$ cat src/rtl/legv8_pkg.sv
// Shared types and encodings for the LEGv8 multi-cycle controller.
package legv8_pkg;

    localparam int unsigned OPC_W     = 11;
    localparam int unsigned STATE_W   = 4;
    localparam int unsigned IMM_SEL_W = 2;
    localparam int unsigned ALU_OP_W  = 2;
    localparam int unsigned PC_SRC_W  = 2;

    typedef enum logic [STATE_W-1:0] {
        S_FETCH   = 4'd0,
        S_DECODE  = 4'd1,
        S_EX_R    = 4'd2,
        S_WB_R    = 4'd3,
        S_EX_ADDR = 4'd4,
        S_MEM_RD  = 4'd5,
        S_WB_LD   = 4'd6,
        S_MEM_WR  = 4'd7,
        S_CB_BR   = 4'd8,
        S_B_BR    = 4'd9
    } state_e;

    typedef enum logic [2:0] {
        CLS_R   = 3'd0,
        CLS_LD  = 3'd1,
        CLS_ST  = 3'd2,
        CLS_CBZ = 3'd3,
        CLS_B   = 3'd4,
        CLS_ILL = 3'd7
    } cls_e;

    localparam logic [OPC_W-1:0] OP_ADD  = 11'b10001011000;
    localparam logic [OPC_W-1:0] OP_SUB  = 11'b11001011000;
    localparam logic [OPC_W-1:0] OP_AND  = 11'b10001010000;
    localparam logic [OPC_W-1:0] OP_ORR  = 11'b10101010000;
    localparam logic [OPC_W-1:0] OP_LDUR = 11'b11111000010;
    localparam logic [OPC_W-1:0] OP_STUR = 11'b11111000000;
    localparam logic [7:0]       OP_CBZ8 = 8'b10110100;
    localparam logic [5:0]       OP_B6   = 6'b000101;

    localparam logic [IMM_SEL_W-1:0] IMM_B  = 2'b00;
    localparam logic [IMM_SEL_W-1:0] IMM_CB = 2'b01;
    localparam logic [IMM_SEL_W-1:0] IMM_D  = 2'b10;

    localparam logic [ALU_OP_W-1:0] ALU_ADD    = 2'b00;
    localparam logic [ALU_OP_W-1:0] ALU_PASS_B = 2'b01;
    localparam logic [ALU_OP_W-1:0] ALU_FUNCT  = 2'b10;

    localparam logic [PC_SRC_W-1:0] PC_SEQ = 2'b00;
    localparam logic [PC_SRC_W-1:0] PC_BR  = 2'b01;

endpackage

$ cat src/rtl/legv8_opdecode.sv
// Classifies the 11-bit LEGv8 opcode field into a controller instruction class.
module legv8_opdecode
    import legv8_pkg::*;
(
    input  logic [OPC_W-1:0] opcode,
    output cls_e             cls,
    output logic             illegal
);

    always_comb begin
        cls = CLS_ILL;
        if (opcode == OP_ADD || opcode == OP_SUB || opcode == OP_AND || opcode == OP_ORR) begin
            cls = CLS_R;
        end else if (opcode == OP_LDUR) begin
            cls = CLS_LD;
        end else if (opcode == OP_STUR) begin
            cls = CLS_ST;
        end else if (opcode[10:3] == OP_CBZ8) begin
            cls = CLS_CBZ;
        end else if (opcode[10:5] == OP_B6) begin
            cls = CLS_B;
        end
        illegal = (cls == CLS_ILL);
    end

endmodule

$ cat src/rtl/legv8_mc_ctrl.sv
// Multi-cycle LEGv8 control FSM: sequences fetch/decode/execute/memory/writeback
// and counts retired instructions.
module legv8_mc_ctrl
    import legv8_pkg::*;
#(
    parameter int unsigned CNT_W           = 32,
    parameter bit          TRAP_ON_ILLEGAL = 1'b1
) (
    input  logic                 clk,
    input  logic                 rst_n,
    input  logic [31:0]          instr,
    input  logic                 zero,
    input  logic                 imem_ready,
    input  logic                 dmem_ready,
    output logic                 imem_req,
    output logic                 dmem_rd,
    output logic                 dmem_wr,
    output logic                 ir_write,
    output logic                 pc_write,
    output logic [PC_SRC_W-1:0]  pc_src,
    output logic [IMM_SEL_W-1:0] imm_sel,
    output logic                 reg2loc,
    output logic                 alu_src,
    output logic [ALU_OP_W-1:0]  alu_op,
    output logic                 reg_write,
    output logic                 mem_to_reg,
    output logic                 illegal_op,
    output logic [CNT_W-1:0]     retired,
    output logic [STATE_W-1:0]   state
);

    state_e           state_q, state_d;
    logic [CNT_W-1:0] retired_q, retired_d;
    logic [OPC_W-1:0] op_q, op_d;
    logic             active_q;
    cls_e             cls;
    logic             cls_illegal;
    logic             unused_instr_bits;

    assign unused_instr_bits = ^instr[20:0];

    legv8_opdecode u_opdecode (
        .opcode  (op_q),
        .cls     (cls),
        .illegal (cls_illegal)
    );

    // active_q holds every output quiet until the first cycle after reset release
    always_ff @(posedge clk) begin
        if (!rst_n) begin
            state_q   <= S_FETCH;
            retired_q <= '0;
            op_q      <= '0;
            active_q  <= 1'b0;
        end else begin
            state_q   <= state_d;
            retired_q <= retired_d;
            op_q      <= op_d;
            active_q  <= 1'b1;
        end
    end

    always_comb begin
        state_d    = state_q;
        retired_d  = retired_q;
        op_d       = op_q;
        imem_req   = 1'b0;
        dmem_rd    = 1'b0;
        dmem_wr    = 1'b0;
        ir_write   = 1'b0;
        pc_write   = 1'b0;
        pc_src     = PC_SEQ;
        imm_sel    = IMM_B;
        reg2loc    = 1'b0;
        alu_src    = 1'b0;
        alu_op     = ALU_ADD;
        reg_write  = 1'b0;
        mem_to_reg = 1'b0;
        illegal_op = 1'b0;

        if (active_q) begin
            case (state_q)
                S_FETCH: begin
                    imem_req = 1'b1;
                    if (imem_ready) begin
                        ir_write = 1'b1;
                        pc_write = 1'b1;
                        op_d     = instr[31:21];
                        state_d  = S_DECODE;
                    end
                end
                S_DECODE: begin
                    case (cls)
                        CLS_R:          state_d = S_EX_R;
                        CLS_LD, CLS_ST: state_d = S_EX_ADDR;
                        CLS_CBZ:        state_d = S_CB_BR;
                        CLS_B:          state_d = S_B_BR;
                        default: begin
                            illegal_op = TRAP_ON_ILLEGAL && cls_illegal;
                            state_d    = S_FETCH;
                        end
                    endcase
                end
                S_EX_R: begin
                    alu_op  = ALU_FUNCT;
                    state_d = S_WB_R;
                end
                S_WB_R: begin
                    reg_write = 1'b1;
                    retired_d = retired_q + CNT_W'(1);
                    state_d   = S_FETCH;
                end
                S_EX_ADDR: begin
                    imm_sel = IMM_D;
                    alu_src = 1'b1;
                    reg2loc = 1'b1;
                    state_d = (cls == CLS_LD) ? S_MEM_RD : S_MEM_WR;
                end
                // address controls stay stable for the whole memory access
                S_MEM_RD: begin
                    imm_sel = IMM_D;
                    alu_src = 1'b1;
                    reg2loc = 1'b1;
                    dmem_rd = 1'b1;
                    if (dmem_ready) state_d = S_WB_LD;
                end
                S_WB_LD: begin
                    reg_write  = 1'b1;
                    mem_to_reg = 1'b1;
                    retired_d  = retired_q + CNT_W'(1);
                    state_d    = S_FETCH;
                end
                S_MEM_WR: begin
                    imm_sel = IMM_D;
                    alu_src = 1'b1;
                    reg2loc = 1'b1;
                    dmem_wr = 1'b1;
                    if (dmem_ready) begin
                        retired_d = retired_q + CNT_W'(1);
                        state_d   = S_FETCH;
                    end
                end
                S_CB_BR: begin
                    reg2loc   = 1'b1;
                    alu_op    = ALU_PASS_B;
                    imm_sel   = IMM_CB;
                    pc_src    = PC_BR;
                    pc_write  = zero;
                    retired_d = retired_q + CNT_W'(1);
                    state_d   = S_FETCH;
                end
                S_B_BR: begin
                    imm_sel   = IMM_B;
                    pc_src    = PC_BR;
                    pc_write  = 1'b1;
                    retired_d = retired_q + CNT_W'(1);
                    state_d   = S_FETCH;
                end
                default: state_d = S_FETCH;
            endcase
        end
    end

    assign retired = retired_q;
    assign state   = state_q;

endmodule

$ cat config.mk
export PLATFORM = sky130hd
export DESIGN_NAME = legv8_mc_ctrl
export DESIGN_NICKNAME = d
export VERILOG_FILES = /design/src/rtl/legv8_pkg.sv /design/src/rtl/legv8_opdecode.sv /design/src/rtl/legv8_mc_ctrl.sv
export SDC_FILE = /design/constraint.sdc
export NUM_CORES = 1
export LEC_CHECK = 0
export ABC_AREA = 0
export BUFFER_PORTS_ARGS = -buffer_cell sky130_fd_sc_hd__buf_2
export CAP_MARGIN = 40
export CORE_MARGIN = 5
export CORE_UTILIZATION = 54
export CTS_CLUSTER_SIZE = 8
export DETAILED_ROUTE_END_ITERATION = 10
export GPL_ROUTABILITY_DRIVEN = 0
export PLACE_DENSITY = 0.85
export REMOVE_ABC_BUFFERS = 1
export SLEW_MARGIN = 20
export SYNTH_ARGS = -nofsm -noshare
export SYNTH_HDL_FRONTEND = slang
export SYNTH_HIERARCHICAL = 1
export SYNTH_SLANG_ARGS = --single-unit
$ cat constraint.sdc
create_clock -name clk -period 4.13 [get_ports clk]
set_input_delay 0.2065 -clock clk [delete_from_list [all_inputs] [get_ports clk]]
set_output_delay 0.2065 -clock clk [all_outputs]
set_load 0.05 [all_outputs]
==> metrics.txt <==
result of the run finished clean; core area 4661 µm²; dominant combinational cell family by area after synthesis simple AND/OR/NAND/NOR gates; synthesized-area fraction occupied by xor and xnor cells 0.02051; final-layout setup total negative slack 0 ns; most area-hungry cell type in the Yosys netlist sky130_fd_sc_hd__dfxtp_1; remaining global-route overflow 0; remaining max-slew budget at the tightest pin 0.4886; post-CTS resize count 0; most frequent cell after synthesis sky130_fd_sc_hd__dfxtp_1; largest net degree at the start of global routing 46; later-pin clock latency in the skew report 0.30 ns; adder-cell share of the synthesized area 0.004883; dominant register cell in the synthesized netlist sky130_fd_sc_hd__dfxtp_1; cell count of the worst hold path 1; highest clock rate 386.8 MHz; slew at the pin with the worst max-slew slack 0.7660 ns; HPWL after detailed placement 4.285 mm; total number of nets in the final design 420; ratio of cells with drive above 1 in the final layout 0.2193; met2 Usage GRT 0.3548; met3 layer usage reported by global route 0.04875; buffers added on ports 66; worst min-delay path category in2reg; critical path's slowest cell sky130_fd_sc_hd__dfxtp_1; num ports 89; setup repair after global routing missed its margin false; biggest cell delay along the critical path 0.70 ns; Mapped Area 2562 µm²; global-route wire length before repair 10.76 mm; largest clock skew in the final design 0.004262 ns; final routed wirelength across all metal layers 6.223 mm; average routed wire per standard cell 14.24 µm; DRC marker count from the first detailed-route iteration 221; Initial Util 0.5498; number of hold violations in the final report 0; sequential fraction of the synthesis area 0.3750; top fanout value on the critical path 18; DIE HEIGHT 78.89 µm; max-cap check violation count 0; portion of netlist area occupied by mux cells 0.01172; CTS sink cnt 48; # rows 25; number of distinct library cells after synthesis 49; worst voltage drop across the vdd grid 235.0 µV; area share of the largest cell type after synthesis 0.3750; Final Max Slew Viols 0; register bit count reported by yosys 48; crit path capture type primary output; Detail Route Antenna Nets 0; die area 6223 µm²; TritonCTS Buffers 5; global routing met1 resource utilization 0.2586; compound-gate portion of the synthesized area 0.2129; data required time at the worst endpoint 3.92 ns; first drt pass iteration count 5; power density over cell area 280.8 nW/µm²; synthesized area per cell 7.765 µm²; buffers plus inverters on the worst setup path 2; share of synthesized cell area in and, or, nand and nor gates 0.3174; Post-DP Area 2850 µm²; depth of the most critical reg-to-reg path 5; async set or reset register ratio after synthesis 0; average via count per standard cell 6.156; layer with the highest usage after global routing met2; Setup violations, final 0; CTS H-Tree Depth 2; Inserted Diodes 0; P_leak 1.100 nW; minimum period implied by the final worst setup slack 2.585 ns; initial antenna violation count 0; post-CTS clock slew at the launch and capture registers of the worst setup and hold paths 0.09 ns; DRC Markers 0; Top delay family on crit path flip-flops; CP Depth 4; CTS tree done; Tcrit/Tclk final 0.6260; Final Cell Area 2940 µm²; number of buffers between clock root and the deepest sink 2; Final Core Density 0.6309; total of hold buffers inserted after clock tree synthesis 0; Commonest cells post-synth sky130_fd_sc_hd__dfxtp_1, sky130_fd_sc_hd__nand2_1, sky130_fd_sc_hd__a21oi_1; largest cells by area after synthesis sky130_fd_sc_hd__dfxtp_1, sky130_fd_sc_hd__a21oi_1, sky130_fd_sc_hd__nand2_1; total power of the final layout 0.0008258 W; synth-to-layout area growth 14.75%; overall routing resource usage 0.2076; cell count after synthesis 330; total of warnings raised by yosys 6; crit-path cells inv_1, a2111oi_0, or2_2, buf_2; Vias 2690; post-CTS setup buffer count 0; number of flops mapped to enable cells by yosys 0; # fillers 423; via count of the first global-routing pass 2449; element type at the critical path start flop; Horiz. Die Dim 78.89 µm; Worst EP arrival 2.38 ns; root buffer cell sky130_fd_sc_hd__clkbuf_8; critical path start-end classification reg2out
[metal layers]
layer / routed length [µm] / part of all wire / vias to the layer above
met5: 0 / 0 / -
met4: 99 / 0.016 / 0
met3: 442 / 0.071 / 9
met2: 2963 / 0.48 / 96
met1: 2718 / 0.44 / 1259
li1: - / - / 1326
[stage by stage]
stage | hold WS (ns) | cells | setup slack (ns)
floorplan | 0.2342 | 309 | -0.3505
global placement | 0.3929 | 429 | 1.748
detailed placement | 0.3946 | 429 | 1.699
CTS | 0.08412 | 437 | 1.593
global route | 0.07944 | 437 | 1.391
finish | 0.08890 | 437 | 1.545
[worst paths after layout]
check                           slack, ns                        to                   from
worst max register to register       1.63  retired[24]$_SDFFE_PN0P_  state[0]$_SDFFE_PN0P_
worst min register to register       0.48      op_q[0]$_SDFFE_PN0P_   op_q[0]$_SDFFE_PN0P_
worst max-delay path                 1.54                   reg2loc  state[0]$_SDFFE_PN0P_
worst min-delay path                 0.09          active_q$_DFF_P_                  rst_n
[cell usage in the layout, fill, tap and decap left out, drive strengths merged, types with 3 or more instances in the layout]
master and instances:
nor2 24, or3 10, a31oi 4, clkbuf 8
o41ai 3, or4 18, buf 66, inv 9
o21ai 18, a21oi 42, o31ai 15, mux2i 3
dfxtp 48, xnor2 4, nor4 4, nand2b 3
nand4 12, nor3 8, nand2 47, and4 3
nand3 10
[layout make-up]
| cell class | instances | area (µm²) | area share |
|---|---|---|---|
| Timing Repair Buffer | 66 | 330.3 | 0.1123 |
| Multi-Input combinational cell | 252 | 1458 | 0.4957 |
| Clock buffer | 8 | 90.09 | 0.03064 |
| Inverter | 9 | 33.78 | 0.01149 |
| Tap cell | 54 | 67.56 | 0.02298 |
| Sequential cell | 48 | 960.9 | 0.3268 |
[state kept, by name (all words and copies together), names as in the netlist]
| name | count |
|---|---|
| active_q | 1 |
| retired | 32 |
| op_q | 11 |
| state | 4 |
[cell families (layout without fill, tap and decap cells)]
family | count (synthesis) | count (layout)
compound gates | 91 | 91
xor+xnor | 6 | 6
fa+ha+maj | 1 | 1
buf+inv | 30 | 83
flops | 48 | 48
mux | 3 | 3
other cells | 1 | 1
simple gates | 150 | 150
[report_power, final]
group          internal (W)  switching [W]  leakage [nW]
combinational     0.0000178      0.0000408         0.667
sequential         0.000469     0.00000924         0.388
clock              0.000137       0.000152        0.0455
total              0.000623       0.000202          1.10
(Power assumes the default switching activity.)
